### src/rtl/seq_detect_pkg.sv
// Shared types for the "1011" detector scheduler: detector state encodings,
// scheduler FSM states and the detector next-state function.
package seq_detect_pkg;

  typedef enum logic [2:0] {
    S0    = 3'b000,
    S1    = 3'b001,
    S10   = 3'b011,
    S101  = 3'b010,
    S1011 = 3'b110
  } det_state_t;

  typedef enum logic [1:0] {
    IDLE,
    SHIFT,
    DRAIN,
    DONE
  } sched_state_t;

  // Overlapping Moore transitions; inputs not listed keep the current state.
  function automatic det_state_t det_next(input det_state_t s, input logic b);
    det_state_t n;
    n = s;
    case (s)
      S0:      if (b) n = S1;
      S1:      if (!b) n = S10;
      S10:     n = b ? S101 : S0;
      S101:    n = b ? S1011 : S10;
      S1011:   n = b ? S1 : S10;
      default: n = S0;
    endcase
    return n;
  endfunction

endpackage

### src/rtl/seq1011_moore_clr.sv
// Serial "1011" Moore detector: one bit per enabled cycle; det_out is high in S1011.
// clr wins over en and returns the detector to S0 on the next edge.
module seq1011_moore_clr
  import seq_detect_pkg::*;
(
  input  logic clock,
  input  logic reset,
  input  logic clr,
  input  logic en,
  input  logic din,
  output logic det_out
);

  det_state_t state_q;
  det_state_t state_d;

  always_ff @(posedge clock or posedge reset) begin
    if (reset) begin
      state_q <= S0;
    end else begin
      state_q <= state_d;
    end
  end

  always_comb begin
    state_d = state_q;
    if (clr) begin
      state_d = S0;
    end else if (en) begin
      state_d = det_next(state_q, din);
    end
  end

  assign det_out = (state_q == S1011);

endmodule

### src/rtl/seq_detect_scheduler.sv
// Round-robin shares one serial "1011" detector among NUM_REQ word requesters.
// req in arbitrating cycle T -> gnt at T+1 -> done at T+DATA_W+2; requesters hold req until gnt.
module seq_detect_scheduler
  import seq_detect_pkg::*;
#(
  parameter int NUM_REQ = 4,
  parameter int DATA_W  = 8,
  parameter int CNT_W   = 4,
  parameter int ID_W    = $clog2(NUM_REQ)
) (
  input  logic                      clock,
  input  logic                      reset,
  input  logic [NUM_REQ-1:0]        req,
  input  logic [NUM_REQ*DATA_W-1:0] data,
  output logic [NUM_REQ-1:0]        gnt,
  output logic                      busy,
  output logic                      done,
  output logic [ID_W-1:0]           done_id,
  output logic [CNT_W-1:0]          match_cnt
);

  localparam int BW = $clog2(DATA_W + 1);
  localparam logic [CNT_W-1:0] CNT_MAX = {CNT_W{1'b1}};
  localparam logic [BW-1:0]    LAST_BIT = BW'(DATA_W - 1);

  sched_state_t       state_q;
  sched_state_t       state_d;
  logic [DATA_W-1:0]  shreg;
  logic [BW-1:0]      bit_idx;
  logic [CNT_W-1:0]   cnt;
  logic [ID_W-1:0]    job_id;
  logic [ID_W-1:0]    rr_ptr;
  logic [ID_W-1:0]    win;
  logic               found;
  logic               arbitrate;
  logic               capture;
  logic               det_out;

  function automatic logic [ID_W-1:0] wrap_add(input logic [ID_W-1:0] a, input int b);
    int s;
    s = int'(a) + b;
    if (s >= NUM_REQ) s = s - NUM_REQ;
    return ID_W'(s);
  endfunction

  // First requester at or above rr_ptr, wrapping around.
  always_comb begin
    found = 1'b0;
    win   = '0;
    for (int i = 0; i < NUM_REQ; i++) begin
      if (!found && req[wrap_add(rr_ptr, i)]) begin
        found = 1'b1;
        win   = wrap_add(rr_ptr, i);
      end
    end
  end

  assign arbitrate = (state_q == IDLE) || (state_q == DONE);
  assign capture   = arbitrate && found;

  always_ff @(posedge clock or posedge reset) begin
    if (reset) begin
      state_q <= IDLE;
    end else begin
      state_q <= state_d;
    end
  end

  always_comb begin
    state_d = state_q;
    case (state_q)
      IDLE, DONE: state_d = found ? SHIFT : IDLE;
      SHIFT:      if (bit_idx == LAST_BIT) state_d = DRAIN;
      DRAIN:      state_d = DONE;
      default:    state_d = IDLE;
    endcase
  end

  always_ff @(posedge clock or posedge reset) begin
    if (reset) begin
      shreg   <= '0;
      bit_idx <= '0;
      cnt     <= '0;
      job_id  <= '0;
      rr_ptr  <= '0;
      gnt     <= '0;
    end else if (capture) begin
      shreg   <= data[int'(win)*DATA_W +: DATA_W];
      bit_idx <= '0;
      cnt     <= '0;
      job_id  <= win;
      rr_ptr  <= wrap_add(win, 1);
      gnt     <= {{(NUM_REQ-1){1'b0}}, 1'b1} << win;
    end else begin
      gnt <= '0;
      if (state_q == SHIFT) begin
        shreg   <= {shreg[DATA_W-2:0], 1'b0};
        bit_idx <= bit_idx + 1'b1;
      end
      // det_out lags the fed bit by one edge, so DRAIN picks up the final bit.
      if ((state_q == SHIFT || state_q == DRAIN) && det_out && cnt != CNT_MAX) begin
        cnt <= cnt + 1'b1;
      end
    end
  end

  seq1011_moore_clr u_det (
    .clock   (clock),
    .reset   (reset),
    .clr     (capture),
    .en      (state_q == SHIFT),
    .din     (shreg[DATA_W-1]),
    .det_out (det_out)
  );

  assign busy      = (state_q != IDLE);
  assign done      = (state_q == DONE);
  assign done_id   = job_id;
  assign match_cnt = cnt;

endmodule

### config.mk
export PLATFORM = sky130hd
export DESIGN_NAME = seq_detect_scheduler
export DESIGN_NICKNAME = d
export VERILOG_FILES = /design/src/rtl/seq_detect_pkg.sv /design/src/rtl/seq1011_moore_clr.sv /design/src/rtl/seq_detect_scheduler.sv
export SDC_FILE = /design/constraint.sdc
export NUM_CORES = 1
export LEC_CHECK = 0
export ABC_AREA = 1
export BUFFER_PORTS_ARGS = -buffer_cell sky130_fd_sc_hd__buf_2
export CELL_PAD_IN_SITES_DETAIL_PLACEMENT = 1
export CELL_PAD_IN_SITES_GLOBAL_PLACEMENT = 1
export CORE_ASPECT_RATIO = 1.75
export CORE_MARGIN = 8
export CORE_UTILIZATION = 40
export DETAILED_ROUTE_END_ITERATION = 6
export MAX_ROUTING_LAYER = met4
export PLACE_DENSITY = 0.92
export SYNTH_ARGS = -nofsm -noshare
export SYNTH_HDL_FRONTEND = slang
export SYNTH_SLANG_ARGS = --single-unit
### constraint.sdc
create_clock -name clock -period 5 [get_ports clock]
set_input_delay 0.75 -clock clock [delete_from_list [all_inputs] [get_ports clock]]
set_output_delay 0.75 -clock clock [all_outputs]
set_load 0.05 [all_outputs]
==> impl_metrics.yaml, run 1 <==
logic_synthesis:
  synth_cell_types: 30
  yosys.area.top_type: "dfrtp_1"
  synth_nets: 342
  synth_top_area_share_pct: 35.5
  synthCells: 294
  syn_avg_cell_area_um2: 6.96
  yosysSeqAreaShare_pct: 35.5
  synth-edff-count: 0
  yosys_warnings: 0
  synth.most_common_cell: "nand2_1"
  ys_async_sr_fraction_pct: 100
  ys_seq_elements: 29
  syn_area_mm2: 0.00205
  ys.flop_type: "dfrtp_1"
  ys_top_cells_by_area: "dfrtp_1, nand2_1, nand3_1, ha_1, inv_1"
  synth_common_cells: "nand2_1, inv_1, dfrtp_1"
global_route:
  grt_pass1_wl_mm: 9.85
  busiest_layer: "met2"
  grt_util_met2_pct: 28.9
  gr-usage-met3_pct: 2.33
  grt_antenna_before_repair: 0
  grt_pass1_vias: 2236
  met1_usage_pct: 14.6
  grt_max_degree: 30
  grt_use_total_pct: 15.5
  grt-ovfl-total: 0
clock_network:
  post_cts_buffers: 0
  cts_resized: 0
  clk_path_buf_depth: 2
  cts-root-buf: "clkbuf_8"
  holdBufCountCts: 0
  cts_buffers: 5
  clk_latency_ps: 280
  clk_pin_slew_ps: 60
  htreeDepth: 2
  cts_tree: "yes"
  clock_sinks: 29
die:
  io_pins: 50
  dieHeight_um: 111
  die_w_um: 70.1
  dieArea_mm2: 0.00775
  core_mm2: 0.00493
  start_util_pct: 41.5
  placementRows: 34
outcome:
  outcome: "finished, final reports clean"
placement:
  place_inst: 389
  dp_hpwl_mm: 4.45
  io_buffers: 49
  placed_cell_area_mm2: 0.00229
  place.gp.congestion: 0.768
worst_setup_path:
  crit_type: "reg2reg"
  crit_arrival_ps: 2700
  cp-end-kind: "flop"
  worstPathCellList: "inv_6, nand2_1, nand2_2, nand2_1, nand2_1, nand2_1, nand2_1, nand2_2, nand3_2, inv_2, ha_1, nand2_1, o21ai_0"
  start_kind: "flop"
  slowest_delay_ps: 620
  path_common_cell: "nand2_1"
  path_max_fanout: 22
  worstPathRequired_ps: 5150
  slowest_stage: "dfrtp_1"
sta:
  relSlewSlack_pct: 26.3
  fin_crit_ps: 2550
  tns_ps: 0
  final.period_utilization_pct: 51.1
  rsz0062_at_grt: "false"
  hold_viol: 0
  fmax_mhz: 392
  drv_slew: 0
  finalSetupViolations: 0
  skew_ps: 4.02
  tightest_slew_ps: 1100
route:
  postRouteAntennaNets: 0
  vias: 1995
  drtPass1Iterations: 4
  drt_iter0_markers: 46
  via_per_inst: 5.04
  drcViolationCount: 0
  wl_per_cell_um: 14.5
  postRouteWirelength_mm: 5.73
cells_and_area:
  fin_nets: 390
  area_growth_pct: 16.2
  fill_cells: 689
  postLayoutCellArea_mm2: 0.00238
  final_cells: 396
  drive_gt1_share_pct: 22.2
  antenna_cells: 0
power_and_ir_drop:
  vdd_ir_drop_max_mv: 0.676
  p_per_area_mw_per_mm2: 795
  p_leak_nw: 1.36
job:
  maxCapViolCount: 0
worst_hold_path:
  hp-class: "reg2reg"
-- routing by layer --
layer | routed length (µm) | vias up | part of all wire (%)
met4 | 172 | 0 | 3.0
met2 | 3270 | 41 | 57
met3 | 129 | 12 | 2.3
li1 | - | 1007 | -
met1 | 2160 | 935 | 38
met5 | 0 | - | 0
-- power by group --
| part | internal [mW] | switching [mW] |
|---|---|---|
| Combinational | 0.378 | 0.932 |
| Clock | 0.109 | 0.0840 |
| Sequential | 0.324 | 0.0629 |
-- area by class of cell --
cell class	count	area (µm²)	area share (%)
multi-input combinational	220	1110	46.6
inverter	37	146	6.15
sequential	29	726	30.5
clock buffer	7	86.3	3.63
tap	54	67.6	2.84
timing repair buffer	49	245	10.3
-- flip-flops by register name, indices dropped and copies added, names as in the netlist --
signal and flops:
bit_idx 4, done_id 2, gnt 4, match_cnt 4
rr_ptr 2, shreg 8, state_q 2, u_det.state_q 3
-- worst max-delay path: cells and delay by family, from the launching register on --
kind / cells / cell delay [ps]
flops: 1 / 620
fa+ha+maj: 1 / 280
simple gates: 9 / 1000
compound gates: 1 / 100
buf+inv: 2 / 430
-- metrics by stage --
step	power [mW]	hold slack, ps	setup slack, ps	util (%)
final	1.89	490	2450	48.2
after global routing	2.09	527	2210	48.2
after CTS	1.92	496	2400	48.2
after detailed placement	1.70	482	2240	46.5
after global placement	1.64	464	2370	46.5
after floorplan	1.48	449	2890	-
-- cell usage in the layout, fill, tap and decap left out, types with 3 or more instances in the layout --
| cell type | n |
|---|---|
| inv_2 | 3 |
| nor2_1 | 22 |
| nand4_1 | 6 |
| xor2_1 | 3 |
| nand2_1 | 115 |
| dfrtp_1 | 29 |
| inv_1 | 32 |
| a21oi_1 | 7 |
| buf_2 | 49 |
| clkbuf_8 | 6 |
| nand2_2 | 6 |
| nand3_1 | 26 |
| ha_1 | 10 |
| o21ai_0 | 6 |
-- logic make-up after synthesis --
logic type	after synthesis	share of synthesized area (%)
DFF	29	35.5
and+or+nand+nor	186	40.5
xor gates and xnor gates	3	1.28
buffers and inverters	45	10.5
AOI/OAI and AO/OA	21	6.23
adders and majority gates	10	6.11
-- worst paths after layout --
path	startpoint	to	slack [ps]	cells past startpoint
worst max-delay path	rr_ptr[0]	rr_ptr[1]	2450	13
worst min-delay path	shreg[0]	shreg[0]	490	2
worst max register to register	rr_ptr[0]	rr_ptr[1]	2450	13
worst min register to register	shreg[0]	shreg[0]	490	2
max in group asynchronous	reset	shreg[5]	3580	2
min in group asynchronous	reset	match_cnt[1]	760	2
No activity file was read; power rests on OpenSTA's default activity.
==> run 2, diff against run 1 <==
--- a/config.mk
+++ b/config.mk
@@ -11,10 +11,10 @@
 export CELL_PAD_IN_SITES_GLOBAL_PLACEMENT = 1
 export CORE_ASPECT_RATIO = 1.75
 export CORE_MARGIN = 8
-export CORE_UTILIZATION = 40
+export CORE_UTILIZATION = 38
 export DETAILED_ROUTE_END_ITERATION = 6
 export MAX_ROUTING_LAYER = met4
-export PLACE_DENSITY = 0.92
+export PLACE_DENSITY = 0.89
 export SYNTH_ARGS = -nofsm -noshare
 export SYNTH_HDL_FRONTEND = slang
 export SYNTH_SLANG_ARGS = --single-unit
==> constraint.sdc (replaced) <==
create_clock -name clock -period 2.35 [get_ports clock]
set_input_delay 0.3525 -clock clock [delete_from_list [all_inputs] [get_ports clock]]
set_output_delay 0.3525 -clock clock [all_outputs]
set_load 0.05 [all_outputs]
==> run 2 against run 1 <==
  * Critical path type unchanged
  * Largest cell class unchanged
  * Sequential share of layout area is 0.35 points lower
  * Largest power group unchanged
  * Via count up 3.8%
  * Sequential cell count did not move
  * Critical path depth shrank 2
  * Fmax grew 23%
  * Clock skew up 5.5 ps
==> impl_metrics.yaml, run 2 (synthesized netlist as in run 1, its figures left out) <==
power_and_ir_drop:
  clockPowerShare_pct: 9.6
  swShare_pct: 57.0
  p_switching_mw: 2.34
  p_int_mw: 1.76
  p_per_area_mw_per_mm2: 1710
  p_comb_share_pct: 70.3
  power_mw: 4.10
  vdd_ir_drop_max_mv: 1.09
  seq_power_share_pct: 20.1
  p_leak_nw: 1.38
die:
  dieHeight_um: 113
  core_mm2: 0.00526
  io_pins: 50
  placementRows: 35
  start_util_pct: 39.0
  dieArea_mm2: 0.00808
  die_w_um: 71.5
worst_setup_path:
  crit_buf_inv: 3
  path_max_fanout: 19
  worstPathRequired_ps: 2510
  worstPathCellList: "inv_6, nand2_1, nand3_1, nand2_1, inv_1, nand3_4, nand2_4, inv_4, nor2_1, a21oi_1, nand3_1"
  cp-end-kind: "flop"
  crit_arrival_ps: 2250
  slowest_delay_ps: 590
  start_kind: "flop"
  r2r-start: "rr_ptr[0]"
  crit_start: "rr_ptr[0]"
  slowest_stage: "dfrtp_1"
  critical-path-top-delay-family: "simple AND/OR/NAND/NOR gates"
  crit_type: "reg2reg"
cells_and_area:
  drive_gt1_share_pct: 23.3
  fin_nets: 394
  fin_util_pct: 45.8
  antenna_cells: 0
  largest_reg_flops: 8
  top_register: "shreg"
  postLayoutCellArea_mm2: 0.00241
  area_growth_pct: 17.5
  layout_common_cells: "nand2_1, buf_2, inv_1"
  final_common_cell: "nand2_1"
  final_cells: 402
global_route:
  grt_antenna_before_repair: 0
  grt_pass1_wl_mm: 9.85
  grt_use_total_pct: 15.6
  grt-ovfl-total: 0
  grt_pass1_vias: 2202
  grt_max_degree: 30
clock_network:
  clock_sinks: 29
  clk_path_buf_depth: 2
  cts_resized: 0
  clk_pin_slew_ps: 70
  clk_latency_ps: 280
  post_cts_buffers: 0
  cts_tree: "yes"
  cts_buffers: 5
  holdBufCountCts: 0
  htreeDepth: 2
  cts-root-buf: "clkbuf_8"
placement:
  place_inst: 394
  placed_cell_area_mm2: 0.00232
  io_buffers: 49
  dp_hpwl_mm: 4.63
  place.gp.congestion: 0.857
  dpl_worst_slack_ps: 257
sta:
  final.period_utilization_pct: 88.7
  relSlewSlack_pct: 69.5
  drv_slew: 0
  rsz0062_at_grt: "false"
  finalSetupViolations: 0
  fin_ws_ps: 266
  hold_viol: 0
  fmax_mhz: 480
  tns_ps: 0
  tightest_slew_ps: 456
  whs_ps: 168
  fin_crit_ps: 2080
  skew_ps: 9.51
route:
  wl_per_cell_um: 14.4
  postRouteWirelength_mm: 5.78
  drt_iter0_markers: 54
  drcViolationCount: 0
  postRouteAntennaNets: 0
  vias: 2070
  drtPass1Iterations: 4
  via_per_inst: 5.15
job:
  maxCapViolCount: 0
worst_hold_path:
  hp-class: "in2async"
outcome:
  outcome: "finished, final reports clean"
==> run 2: cell types whose count changed in the layout (fill, tap and decap cells not counted), sizes merged <==
| cell | delta |
|---|---|
| buf | +4 |
| clkbuf | -1 |
| clkinv | +2 |
==> run 2: power by group through the flow <==
| stage | combinational [mW] | sequential (mW) | clock (mW) |
|---|---|---|---|
| 2_1_floorplan | 2.27 | 0.883 | 0 |
| 5_1_grt | 3.27 | 0.848 | 0.427 |
| 6_report | 2.89 | 0.824 | 0.393 |
| 4_1_cts | 2.93 | 0.827 | 0.401 |
| 3_3_place_gp | 2.78 | 0.821 | 0 |
| 3_5_place_dp | 2.90 | 0.831 | 0 |
==> run 2: layout make-up <==
| class | count | area (µm²) |
|---|---|---|
| flip-flops and latches | 29 | 726 |
| multi-input cells | 220 | 1110 |
| repair buffers | 53 | 275 |
| inverters | 37 | 146 |
| well taps | 55 | 68.8 |
| fillers | 744 | 2850 |
| clock inverters | 2 | 10.0 |
| clock buffers | 6 | 72.6 |
==> run 2: worst paths after layout <==
kind,slack (ps),end,depth (start not counted)
min,170,shreg[7],3
max in group asynchronous,1900,bit_idx[2],3
max,270,shreg[1],11
min reg2reg,510,done_id[0],2
min in group clock,370,shreg[5],5
max reg2reg,270,shreg[1],11
==> run 2: worst min-delay path, delay by kind of cell <==
kind                   cells  cell delay, ps
buffers and inverters      3             510
==> run 2: layer usage <==
metal / up-vias / wire (µm) / global-route usage [%]
li1: 1019 / - / -
met1: 994 / 2210 / 15.0
met2: 42 / 3260 / 29.0
met3: 15 / 113 / 1.95
met4: 0 / 193 / 8.37
met5: - / 0 / -
